===== config.mk =====
export PLATFORM = sky130hd
export DESIGN_NAME = dino_obstacle_game
export DESIGN_NICKNAME = d
export VERILOG_FILES = /design/src/rtl/dino_pkg.sv /design/src/rtl/dino_score_bcd.sv /design/src/rtl/dino_obstacle_game.sv
export SDC_FILE = /design/constraint.sdc
export NUM_CORES = 1
export LEC_CHECK = 0
export BUFFER_PORTS_ARGS = -buffer_cell sky130_fd_sc_hd__buf_2
export CORE_MARGIN = 2
export CORE_UTILIZATION = 55
export CTS_CLUSTER_SIZE = 20
export DETAILED_ROUTE_END_ITERATION = 10
export GPL_ROUTABILITY_DRIVEN = 0
export PLACE_DENSITY_LB_ADDON = 0.1
export SYNTH_ARGS = -nofsm -noshare
export SYNTH_HDL_FRONTEND = slang
export SYNTH_SLANG_ARGS = --single-unit

===== constraint.sdc =====
create_clock -name clk -period 2.2 [get_ports clk]
set_clock_uncertainty 0.05 [all_clocks]
set_input_delay 0.11 -clock clk [delete_from_list [all_inputs] [get_ports clk]]
set_output_delay 0.11 -clock clk [all_outputs]
set_load 0.03 [all_outputs]

===== src/rtl/dino_pkg.sv =====
// Shared types and constants for the dino obstacle game and its jump block.
package dino_pkg;

  typedef enum logic [1:0] {IDLE, RUN, HIT, OVER} state_e;

  // dinoY when standing on the floor; the jump block uses the same value.
  localparam int FLOOR_Y_DEF = 101;
  localparam int BCD_DIGITS  = 4;

  typedef logic [3:0] bcd_t;

endpackage


===== src/rtl/dino_score_bcd.sv =====
// Packed BCD score register: synchronous clear, increment enable, and
// saturation at all-nines.
module dino_score_bcd
  import dino_pkg::*;
#(
  parameter int NUM_DIGITS = BCD_DIGITS
) (
  input  logic                    clk,
  input  logic                    rst,
  input  logic                    clr_i,
  input  logic                    inc_i,
  output logic [NUM_DIGITS*4-1:0] score_o
);

  bcd_t [NUM_DIGITS-1:0] dig_q, dig_d;
  logic [NUM_DIGITS-1:0] nines;
  logic [NUM_DIGITS-1:0] carry;

  // An increment at full scale is dropped so the score holds at 9999.
  assign carry[0] = inc_i & ~(&nines);

  for (genvar g = 0; g < NUM_DIGITS; g++) begin : g_dig
    assign nines[g] = (dig_q[g] == 4'd9);
    assign dig_d[g] = clr_i    ? 4'd0 :
                      carry[g] ? (nines[g] ? 4'd0 : dig_q[g] + 4'd1) :
                                 dig_q[g];
    if (g < NUM_DIGITS - 1) begin : g_carry
      assign carry[g+1] = carry[g] & nines[g];
    end
  end

  always_ff @(posedge clk or posedge rst) begin
    if (rst) dig_q <= '0;
    else     dig_q <= dig_d;
  end

  assign score_o = dig_q;

endmodule


===== src/rtl/dino_obstacle_game.sv =====
// Obstacle scroller, collision detector and round state machine for the dino game.
// Optional DINO_SPEEDUP_EN doubles the scroll step once the score reaches BCD 50.
module dino_obstacle_game
  import dino_pkg::*;
#(
  parameter int TICK_DIV   = 750000,
  parameter int FLOOR_Y    = FLOOR_Y_DEF,
  parameter int DINO_X     = 20,
  parameter int DINO_W     = 8,
  parameter int OBST_H     = 12,
  parameter int OBST_START = 159,
  parameter int OBST_STEP  = 2
) (
  input  logic        clk,
  input  logic        rst,
  input  logic        button,
  input  logic [7:0]  dinoY,
  input  logic        dinoJumpGood,
  output logic [7:0]  obstX,
  output logic [15:0] score,
  output logic [7:0]  jumpCount,
  output logic        hit,
  output logic        running,
  output logic        gameOver
);

  localparam int              CW        = (TICK_DIV > 1) ? $clog2(TICK_DIV) : 1;
  localparam logic [CW-1:0]   TICK_LAST = CW'(TICK_DIV - 1);
  localparam logic [7:0]      X_LO      = 8'(DINO_X);
  localparam logic [7:0]      X_HI      = 8'(DINO_X + DINO_W - 1);
  localparam logic [7:0]      Y_TOP     = 8'(FLOOR_Y + OBST_H);
  localparam logic [7:0]      START     = 8'(OBST_START);
  localparam logic [7:0]      STEP      = 8'(OBST_STEP);

  state_e        state_q, state_d;
  logic          btn_q;
  logic [CW-1:0] cnt_q, cnt_d;
  logic [7:0]    obst_q, obst_d;
  logic [7:0]    jc_q, jc_d;
  logic          hit_q, run_q, over_q;
  logic          sc_clr, sc_inc;
  logic          btn_rise, tick, collide;
  logic [7:0]    step;

  assign btn_rise = button & ~btn_q;
  assign tick     = (cnt_q == TICK_LAST);
  assign collide  = (obst_q >= X_LO) && (obst_q <= X_HI) && (dinoY < Y_TOP);

`ifdef DINO_SPEEDUP_EN
  assign step = (score >= 16'h0050) ? 8'(2 * OBST_STEP) : STEP;
`else
  assign step = STEP;
`endif

  always_comb begin
    state_d = state_q;
    cnt_d   = '0;
    obst_d  = obst_q;
    jc_d    = jc_q;
    sc_clr  = 1'b0;
    sc_inc  = 1'b0;
    unique case (state_q)
      IDLE: if (btn_rise) state_d = RUN;
      RUN: begin
        // A collision freezes the whole datapath for that cycle.
        if (collide) begin
          state_d = HIT;
        end else begin
          cnt_d = tick ? '0 : cnt_q + 1'b1;
          if (tick) begin
            if (obst_q >= step) begin
              obst_d = obst_q - step;
            end else begin
              obst_d = START;
              sc_inc = 1'b1;
            end
          end
          if (dinoJumpGood && (jc_q != 8'hFF)) jc_d = jc_q + 8'd1;
        end
      end
      HIT: state_d = OVER;
      OVER: begin
        if (btn_rise) begin
          state_d = RUN;
          obst_d  = START;
          jc_d    = '0;
          sc_clr  = 1'b1;
        end
      end
      default: state_d = IDLE;
    endcase
  end

  always_ff @(posedge clk or posedge rst) begin
    if (rst) begin
      state_q <= IDLE;
      btn_q   <= 1'b0;
      cnt_q   <= '0;
      obst_q  <= START;
      jc_q    <= '0;
      hit_q   <= 1'b0;
      run_q   <= 1'b0;
      over_q  <= 1'b0;
    end else begin
      state_q <= state_d;
      btn_q   <= button;
      cnt_q   <= cnt_d;
      obst_q  <= obst_d;
      jc_q    <= jc_d;
      hit_q   <= (state_d == HIT);
      run_q   <= (state_d == RUN);
      over_q  <= (state_d == OVER);
    end
  end

  dino_score_bcd #(.NUM_DIGITS(BCD_DIGITS)) u_score (
    .clk    (clk),
    .rst    (rst),
    .clr_i  (sc_clr),
    .inc_i  (sc_inc),
    .score_o(score)
  );

  assign obstX     = obst_q;
  assign jumpCount = jc_q;
  assign hit       = hit_q;
  assign running   = run_q;
  assign gameOver  = over_q;

endmodule


==> results of run 1 <==
## cell families after synthesis
| logic type | synth area share |
|---|---|
| AND/OR/NAND/NOR | 0.270 |
| flip-flops | 0.408 |
| AO/OA/AOI/OAI | 0.133 |
| XOR/XNOR | 0.0489 |
| adder cells (fa/ha/maj) | 0.0524 |
| multiplexers | 0.0290 |
| buffers and inverters | 0.0594 |
## synthesized netlist by cell type (all sizes together), types with 9 or more instances
| master | count |
|---|---|
| a21oi | 13 |
| and4 | 9 |
| buf | 9 |
| clkbuf | 9 |
| dfrtp | 52 |
| ha | 15 |
| inv | 23 |
| nand2 | 24 |
| nand3 | 14 |
| nand4 | 14 |
| nor2 | 50 |
| xnor2 | 13 |
## registers in the layout, indices dropped and copies added (netlist names)
signal / count
btn_q: 1
cnt_q: 20
gameOver: 1
hit: 1
jumpCount: 8
obstX: 8
running: 1
state_q: 2
u_score.score_o: 16
## power groups by stage
stage | combinational [uW] | clock, uW | sequential (uW)
6_report | 1970 | 848 | 1680
3_3_place_gp | 1890 | 0 | 1690
4_1_cts | 1930 | 861 | 1690
2_1_floorplan | 971 | 0 | 2120
5_1_grt | 2150 | 905 | 1740
3_5_place_dp | 1920 | 0 | 1700
## worst reg2reg max path: cells and delay by family (launching register included)
| family | cells | cell delay [ns] |
|---|---|---|
| AND/OR/NAND/NOR | 2 | 0.82 |
| AO/OA/AOI/OAI | 3 | 0.68 |
| flip-flops | 1 | 0.42 |
## repair_timing
action	in CTS	in global routing
hold buffers	2	0
setup buffers	0	3
resized for setup	0	11
setup endpoints to repair	0	17
endpoints found under the hold margin	53	0
## per-layer routing
metal / wire [um] / global-route usage / up-vias
li1: - / - / 1457
met1: 3870 / 0.317 / 1424
met2: 3520 / 0.349 / 62
met3: 294 / 0.0462 / 14
met4: 147 / 0.0967 / 0
met5: 0 / 0 / -
## how the worst min path moves through the flow
stage / from / to / slack [ns]
2_1_floorplan: button / btn_q$_DFF_PP0_ / 0.09
3_3_place_gp: button / btn_q$_DFF_PP0_ / 0.21
3_5_place_dp: button / btn_q$_DFF_PP0_ / 0.22
4_1_cts: dinoY[6] / obstX[4]$_DFFE_PP1P_ / 0.30
5_1_grt: dinoY[6] / obstX[4]$_DFFE_PP1P_ / 0.37
6_report: dinoY[6] / obstX[4]$_DFFE_PP1P_ / 0.33
## stage by stage
| step | instance area (sq um) | setup slack [ns] | power, uW |
|---|---|---|---|
| floorplan | 3580 | 0.00825 | 3090 |
| global placement | 3930 | 0.0836 | 3580 |
| detailed placement | 3930 | -0.000614 | 3620 |
| CTS | 4110 | 0.000287 | 4480 |
| global route | 4190 | -0.0197 | 4790 |
| finish | 4190 | 0.0888 | 4500 |
## final cells by class
cell class              count  share of cell area
well taps                  77              0.0230
inverters                  23              0.0206
clock buffers              16              0.0382
multi-input cells         267               0.469
repair buffers             71               0.101
flip-flops and latches     58               0.348
==> flow_metrics.py, run 1 <==
metrics = {
    "die": {
        "top_level_ports": 47,
        "fp.coreArea_sq_um": 6310,
        "row_count": 29,
        "die_h_um": 84.7,
        "initial_core_util": 0.567,
        "die_w_um": 84.7,
        "dieArea_sq_um": 7170,
    },
    "critical_path": {
        "crit_type": "reg2reg",
        "worstPathRequired_ns": 2.36,
        "crit_start": "cnt_q[10]$_DFF_PP0_",
        "regToRegEndpoint": "obstX[6]$_DFFE_PP0P_",
        "crit_path_max_incr_delay_ns": 0.58,
        "r2r_slack_ns": 0.09,
        "cp_slowest_cell": "or4b_1",
        "reg2reg_from": "cnt_q[10]$_DFF_PP0_",
        "worst_r2r_path_depth": 5,
        "endpoint_kind": "flop",
        "path_cells": "or4b_1, nor4_4, o211ai_2, a211oi_1, o32ai_1",
        "crit_cells": 5,
        "cp_top_family": "simple AND/OR/NAND/NOR gates",
        "cp_max_fo": 6,
        "critical_path.endpoint": "obstX[6]$_DFFE_PP0P_",
        "critPathArrivalTime_ns": 2.27,
        "worstSetupStartpointType": "flop",
        "path_buf_inv": 0,
    },
    "synthesis": {
        "yosys-top-cells-area": "dfrtp_1 36%, ha_1 5.2%, nor2_1 5.1%",
        "synth_seq_cells": 58,
        "netlist_area_sq_um": 3580,
        "netlist_instances": 367,
        "synth_nets": 394,
        "synth_top_area_frac": 0.364,
        "synthDistinctLibCells": 75,
        "synth_top_flop_cell": "dfrtp_1",
        "yosysWarnings": 0,
        "yosysSeqAreaShare": 0.408,
        "synth-edff-count": 0,
        "async_flop_share": 1.00,
        "synth_top_area_cell": "dfrtp_1",
        "syn_area_per_cell_sq_um": 9.75,
    },
    "global_route": {
        "grt_pass1_wl_mm": 13.3,
        "grt-ovfl-total": 0,
        "grt_pass1_vias": 2883,
        "antenna_found_initial": 0,
        "grt_max_degree": 59,
        "track_usage": 0.228,
    },
    "layout": {
        "mostFrequentLayoutCells": "52 x dfrtp_1, 49 x nor2_1, 46 x buf_2",
        "regArea_sq_um": 1460,
        "nNetsFinal": 457,
        "multi_input_area_sq_um": 1970,
        "syn2layout_area_growth_pct": 17.1,
        "insertedDiodeCount": 0,
        "stdcell_count": 512,
        "postLayoutCoreUtil": 0.664,
        "fill_cells": 546,
        "layout_commonest_cell": "dfrtp_1",
        "drive_above_1_share": 0.269,
    },
    "placement": {
        "port-buffer-count": 46,
        "hpwl_mm": 5.53,
        "placedCellCount": 491,
    },
    "power_and_ir_drop": {
        "power_density_nw_per_um2": 1070,
        "p_clk_frac": 0.189,
        "p_seq_frac": 0.374,
        "sw_frac_of_total": 0.443,
        "ir_drop_v": 0.000840,
        "pwr-share-comb": 0.437,
        "p_int_uw": 2510,
        "static-leakage-power_uw": 0.00193,
        "switchingPower_uw": 1990,
    },
    "timing": {
        "tightestPinTransition_ns": 0.743,
        "hold_violations": 0,
        "slew-limit-headroom": 0.504,
        "min_period_over_period": 0.960,
        "finalSetupTns_ns": 0,
        "max_freq_mhz": 474,
        "min_period_ns": 2.11,
        "maxSlewViolCount": 0,
        "hold_slack_ns": 0.329,
        "setup_viol": 0,
        "rsz0062_at_grt": "true",
    },
    "clocking": {
        "ctsLongestPathBuffers": 2,
        "clk_pin_slew_worst_paths_ns": 0.06,
        "cts_inserted_buffers": 9,
        "clk_latency_ns": 0.34,
        "cts_tree": "yes",
        "cts_sinks": 58,
        "root_buffer": "clkbuf_8",
        "htree_levels": 3,
    },
    "route": {
        "drcViolationCount": 0,
        "vias": 2957,
        "vias_per_cell": 5.78,
        "drt-initial-drc-count": 136,
        "drt_first_pass_iters": 4,
        "route.detailed.wl_per_inst_um": 15.3,
        "antenna_left": 0,
        "routed_wl_mm": 7.83,
    },
    "status": {
        "status": "completed",
    },
    "worst_hold_path": {
        "whs_path_depth": 5,
        "worstHoldPathType": "in2reg",
    },
    "flow_run": {
        "drv_cap": 0,
    },
}
No activity file was read; power rests on OpenSTA's default activity.
==> run 2, diff against run 1 <==
==> constraint.sdc (replaced) <==
create_clock -name clk -period 2.45 [get_ports clk]
set_clock_uncertainty 0.05 [all_clocks]
set_input_delay 0.1225 -clock clk [delete_from_list [all_inputs] [get_ports clk]]
set_output_delay 0.1225 -clock clk [all_outputs]
set_load 0.03 [all_outputs]
==> run 2 against run 1 <==
Critical path depth unchanged; sequential share of layout area increased by 1.3 points; global-route usage increased by 0.47 points; sequential cell count unchanged; via count decreased by 0.78%; final cell count decreased by 2.9%; utilization decreased by 2.4 points; total power decreased by 9.4%; setup slack improved by 0.093 ns; die area unchanged; non-clock buffer count decreased by 15.
==> flow_metrics.py, run 2 (synthesis gave the netlist of run 1 again) <==
metrics = {
    "status": {
        "status": "completed",
    },
    "global_route": {
        "grt_max_degree": 59,
        "antenna_found_initial": 0,
        "grt-ovfl-total": 0,
        "grt_pass1_wl_mm": 13.4,
        "grt_pass1_vias": 2798,
        "track_usage": 0.233,
    },
    "worst_hold_path": {
        "whs_path_depth": 5,
        "min_to": "obstX[4]$_DFFE_PP1P_",
        "hp-start": "dinoY[6]",
        "worstHoldPathType": "in2reg",
    },
    "timing": {
        "rsz0062_at_grt": "false",
        "tightestPinTransition_ns": 0.739,
        "setup_viol": 0,
        "min_period_over_period": 0.926,
        "finalSetupTns_ns": 0,
        "hold_violations": 0,
        "max_freq_mhz": 441,
        "min_period_ns": 2.27,
        "slew-limit-headroom": 0.507,
        "maxSlewViolCount": 0,
    },
    "clocking": {
        "root_buffer": "clkbuf_8",
        "cts_sinks": 58,
        "cts_tree": "yes",
        "hold_buffers": 2,
        "clk_latency_ns": 0.35,
        "ctsLongestPathBuffers": 2,
        "clk_pin_slew_worst_paths_ns": 0.07,
        "htree_levels": 3,
        "cts_inserted_buffers": 9,
        "postCtsSetupRepairBufs": 0,
        "cts.repair.resized": 0,
    },
    "critical_path": {
        "r2r_slack_ns": 0.18,
        "regToRegEndpoint": "jumpCount[0]$_DFFE_PP0P_",
        "crit_type": "reg2reg",
        "worstPathRequired_ns": 2.63,
        "worstSetupStartpointType": "flop",
        "critPathArrivalTime_ns": 2.45,
        "cp_slowest_cell": "dfstp_2",
        "reg2reg_from": "obstX[3]$_DFFE_PP1P_",
        "cp_max_fo": 7,
        "worst_r2r_path_depth": 5,
        "crit_start": "obstX[3]$_DFFE_PP1P_",
        "endpoint_kind": "flop",
        "path_cells": "xor2_1, nand4b_1, o21ai_4, a21o_1, mux2_1",
        "crit_path_max_incr_delay_ns": 0.62,
    },
    "power_and_ir_drop": {
        "static-leakage-power_uw": 0.00182,
        "power_density_nw_per_um2": 1010,
        "ir_drop_v": 0.000627,
        "total_power_uw": 4080,
    },
    "layout": {
        "fill_cells": 537,
        "nNetsFinal": 442,
        "top_register": "cnt_q",
        "largest_reg_flops": 20,
        "postLayoutCoreUtil": 0.640,
        "insertedDiodeCount": 0,
        "layout_commonest_cell": "dfrtp_1",
        "stdcell_count": 497,
        "drive_above_1_share": 0.238,
        "syn2layout_area_growth_pct": 12.9,
        "mostFrequentLayoutCells": "52 x dfrtp_1, 49 x nor2_1, 46 x buf_2",
        "design_area_sq_um": 4040,
    },
    "route": {
        "drcViolationCount": 0,
        "drt_first_pass_iters": 4,
        "antenna_left": 0,
        "routed_wl_mm": 7.96,
        "vias_per_cell": 5.90,
        "route.detailed.wl_per_inst_um": 16.0,
        "vias": 2934,
        "drt-initial-drc-count": 166,
    },
    "placement": {
        "hpwl_mm": 5.48,
        "post_dp_cell_area_sq_um": 3840,
        "placedCellCount": 479,
        "port-buffer-count": 46,
    },
    "die": {
        "row_count": 29,
        "fp.coreArea_sq_um": 6310,
        "die_w_um": 84.7,
        "die_h_um": 84.7,
        "dieArea_sq_um": 7170,
        "top_level_ports": 47,
        "initial_core_util": 0.567,
    },
    "flow_run": {
        "drv_cap": 0,
    },
}
run 2: cell types whose count changed in the layout (fill, tap and decap cells not counted), moves of 2 or more:
cell,delta
nor4b_1,+2
clkbuf_1,-4
clkinv_2,+2
nor4_4,-2
a211oi_2,-2
clkbuf_8,+2
a211oi_1,+2
nor4b_2,-2
nor4_2,+2
buf_4,-15
run 2: final cells by class:
| type | count | area (sq um) | area share |
|---|---|---|---|
| multi-input combinational | 267 | 1910 | 0.472 |
| inverter | 23 | 86.3 | 0.0214 |
| clock inverter | 2 | 10.0 | 0.00248 |
| timing repair buffer | 56 | 310 | 0.0768 |
| sequential | 58 | 1460 | 0.361 |
| tap | 77 | 96.3 | 0.0238 |
| clock buffer | 14 | 173 | 0.0427 |
run 2: metal layers:
layer,vias up,share of wire,GRT usage
met5,-,0,0
met4,0,0.020,0.104
met3,15,0.039,0.0403
met2,64,0.46,0.364
met1,1426,0.48,0.319
li1,1429,-,-
run 2: where the power goes:
| group | switching [uW] | internal (uW) | total (uW) | leakage (uW) |
|---|---|---|---|---|
| Combinational | 1110 | 600 | 1710 | 0.000982 |
| Clock | 389 | 448 | 836 | 0.0000965 |
| Sequential | 308 | 1220 | 1530 | 0.000741 |
run 2: stage by stage:
step	hold WS [ns]	setup WS (ns)
6_report	0.317	0.182
5_1_grt	0.367	0.0558
4_1_cts	0.306	0.195
3_5_place_dp	0.229	0.203
3_3_place_gp	0.227	0.226
2_1_floorplan	0.104	0.258
run 2: critical path: cells and delay by family, from the launching register on:
kind            cells  cell delay (ns)
compound gates      2             0.52
simple gates        1             0.43
xor+xnor            1             0.21
mux                 1             0.32
flops               1             0.62
run 2: worst max-delay path by stage:
| stage | end | slack [ns] | cells past startpoint |
|---|---|---|---|
| floorplan | jumpCount[0]$_DFFE_PP0P_ | 0.26 | 7 |
| global placement | jumpCount[0]$_DFFE_PP0P_ | 0.23 | 5 |
| detailed placement | u_score.score_o[1]$_DFFE_PP0P_ | 0.20 | 7 |
| CTS | u_score.score_o[1]$_DFFE_PP0P_ | 0.20 | 7 |
| global route | u_score.score_o[1]$_DFFE_PP0P_ | 0.06 | 7 |
| finish | jumpCount[0]$_DFFE_PP0P_ | 0.18 | 5 |
==> run 3, diff against run 2 <==
--- a/config.mk
+++ b/config.mk
@@ -7,10 +7,11 @@
 export LEC_CHECK = 0
 export BUFFER_PORTS_ARGS = -buffer_cell sky130_fd_sc_hd__buf_2
 export CORE_MARGIN = 2
-export CORE_UTILIZATION = 55
+export CORE_UTILIZATION = 56
 export CTS_CLUSTER_SIZE = 20
 export DETAILED_ROUTE_END_ITERATION = 10
 export GPL_ROUTABILITY_DRIVEN = 0
+export GPL_TIMING_DRIVEN = 0
 export PLACE_DENSITY_LB_ADDON = 0.1
 export SYNTH_ARGS = -nofsm -noshare
 export SYNTH_HDL_FRONTEND = slang
==> run 3 against run 2 <==
Routed wire length decreased by 3.0%; total power is 1.0% higher; non-clock buffer count grew 13; sequential share of layout area shrank 1.1 points; combinational power is essentially flat; critical path type unchanged.
==> flow_metrics.py, run 3 (synthesis gave the netlist of run 1 again) <==
metrics = {
    "global_route": {
        "use_met2": 0.352,
        "grt_pass1_wl_mm": 13.5,
        "grt_util_met3": 0.0524,
        "antenna_found_initial": 0,
        "grt_pass1_vias": 2798,
        "track_usage": 0.239,
        "grt_max_degree": 42,
        "grt.busiest_layer": "met2",
        "use_met1": 0.347,
        "grt-ovfl-total": 0,
    },
    "status": {
        "status": "completed",
    },
    "layout": {
        "mostFrequentLayoutCells": "52 x dfrtp_1, 49 x nor2_1, 49 x buf_2",
        "layout_commonest_cell": "dfrtp_1",
        "syn2layout_area_growth_pct": 16.3,
        "drive_above_1_share": 0.238,
        "postLayoutCoreUtil": 0.663,
        "top_register": "cnt_q",
        "largest_reg_flops": 20,
        "insertedDiodeCount": 0,
        "fill_cells": 500,
        "nNetsFinal": 455,
    },
    "clocking": {
        "root_buffer": "clkbuf_8",
        "clk_latency_ns": 0.34,
        "clk_pin_slew_worst_paths_ns": 0.06,
        "cts_inserted_buffers": 9,
        "cts_tree": "yes",
        "cts_sinks": 58,
        "ctsLongestPathBuffers": 2,
        "htree_levels": 3,
    },
    "route": {
        "drcViolationCount": 0,
        "drt-initial-drc-count": 170,
        "routed_wl_mm": 7.72,
        "vias_per_cell": 5.80,
        "antenna_left": 0,
        "route.detailed.wl_per_inst_um": 15.1,
        "vias": 2958,
        "drt_first_pass_iters": 4,
    },
    "critical_path": {
        "endpoint_kind": "flop",
        "crit_type": "reg2reg",
        "critPathArrivalTime_ns": 2.46,
        "critical_path.endpoint": "u_score.score_o[8]$_DFFE_PP0P_",
        "worstPathRequired_ns": 2.63,
        "r2r_slack_ns": 0.17,
        "worst_r2r_path_depth": 7,
        "regToRegEndpoint": "u_score.score_o[8]$_DFFE_PP0P_",
        "crit_start": "obstX[2]$_DFFE_PP1P_",
        "reg2reg_from": "obstX[2]$_DFFE_PP1P_",
        "worstSetupStartpointType": "flop",
        "cp_max_fo": 7,
    },
    "power_and_ir_drop": {
        "p_int_uw": 2350,
        "ir_drop_v": 0.000745,
        "power_density_nw_per_um2": 989,
        "p_seq_frac": 0.369,
        "switchingPower_uw": 1770,
        "static-leakage-power_uw": 0.00190,
        "p_clk_frac": 0.219,
        "pwr-share-comb": 0.412,
        "sw_frac_of_total": 0.430,
    },
    "timing": {
        "finalSetupTns_ns": 0,
        "setup_viol": 0,
        "tightestPinTransition_ns": 0.533,
        "min_period_over_period": 0.932,
        "min_period_ns": 2.28,
        "hold_violations": 0,
        "maxSlewViolCount": 0,
        "rsz0062_at_grt": "false",
        "max_freq_mhz": 438,
        "slew-limit-headroom": 0.645,
    },
    "die": {
        "dieArea_sq_um": 7050,
        "top_level_ports": 47,
        "fp.coreArea_sq_um": 6280,
        "die_h_um": 84.0,
        "row_count": 29,
        "initial_core_util": 0.570,
        "die_w_um": 84.0,
    },
    "worst_hold_path": {
        "worstHoldPathType": "in2async",
    },
    "placement": {
        "hpwl_mm": 5.55,
        "port-buffer-count": 46,
    },
    "flow_run": {
        "drv_cap": 0,
    },
}
[run 3: changes by cell type in the layout (fill, tap and decap cells not counted), sizes merged]
cell and delta:
clkbuf +8, clkinv -1, dlymetal6s2s +1, bufinv +1
buf +4
[run 3: layout make-up]
class | count | area, sq um | share of cell area
Timing Repair Buffer | 51 | 285 | 0.0685
Inverter | 23 | 86.3 | 0.0207
Sequential cell | 58 | 1460 | 0.350
Buffer | 18 | 123 | 0.0294
Multi-Input combinational cell | 267 | 1920 | 0.460
Clock inverter | 2 | 35.0 | 0.00841
Tap cell | 77 | 96.3 | 0.0231
Clock buffer | 14 | 163 | 0.0391
[run 3: worst min-delay path by stage]
stage | start | end | cells past startpoint
finish | rst | obstX[5]$_DFFE_PP0P_ | 3
CTS | rst | obstX[5]$_DFFE_PP0P_ | 3
global placement | button | btn_q$_DFF_PP0_ | 1
global route | rst | obstX[5]$_DFFE_PP0P_ | 3
floorplan | button | btn_q$_DFF_PP0_ | 0
detailed placement | rst | obstX[5]$_DFFE_PP0P_ | 2
[run 3: power by group through the flow]
stage | clock [uW] | sequential, uW | combinational (uW)
after floorplan | 0 | 1900 | 872
after global placement | 0 | 1520 | 1660
after detailed placement | 0 | 1530 | 1700
after CTS | 921 | 1520 | 1710
after global routing | 966 | 1570 | 1880
final | 901 | 1520 | 1700
[run 3: routing by layer]
| metal | wire length (um) | vias to the layer above |
|---|---|---|
| li1 | - | 1460 |
| met4 | 72 | 0 |
| met2 | 3540 | 58 |
| met3 | 280 | 7 |
| met5 | 0 | - |
| met1 | 3830 | 1433 |
[run 3: worst max-delay path, cell delays in order, from the launching register on]
cell and delay, ns:
dfstp_2 0.59, inv_1 0.09, ha_1 0.19, or2b_2 0.20, nand4_1 0.25, nor4_4 0.40, nand2_1 0.16, a31o_1 0.24
[run 3: per-stage QoR]
stage / hold slack (ns) / power [uW] / setup slack (ns) / instances / area, sq um
after floorplan: 0.104 / 2770 / 0.258 / 367 / 3580
after global placement: 0.205 / 3190 / 0.0470 / 490 / 3910
after detailed placement: 0.0873 / 3230 / 0.0571 / 491 / 3930
after CTS: 0.264 / 4150 / 0.0524 / 509 / 4140
after global routing: 0.279 / 4420 / 0.0122 / 510 / 4160
final: 0.264 / 4120 / 0.167 / 510 / 4160
[run 3: what timing repair did]
action | CTS | global route
resized for setup | 0 | 1
hold buffers | 2 | 0
buffers inserted | 0 | 2
hold endpoints to repair | 16 | 0
endpoints found under the setup margin | 0 | 6
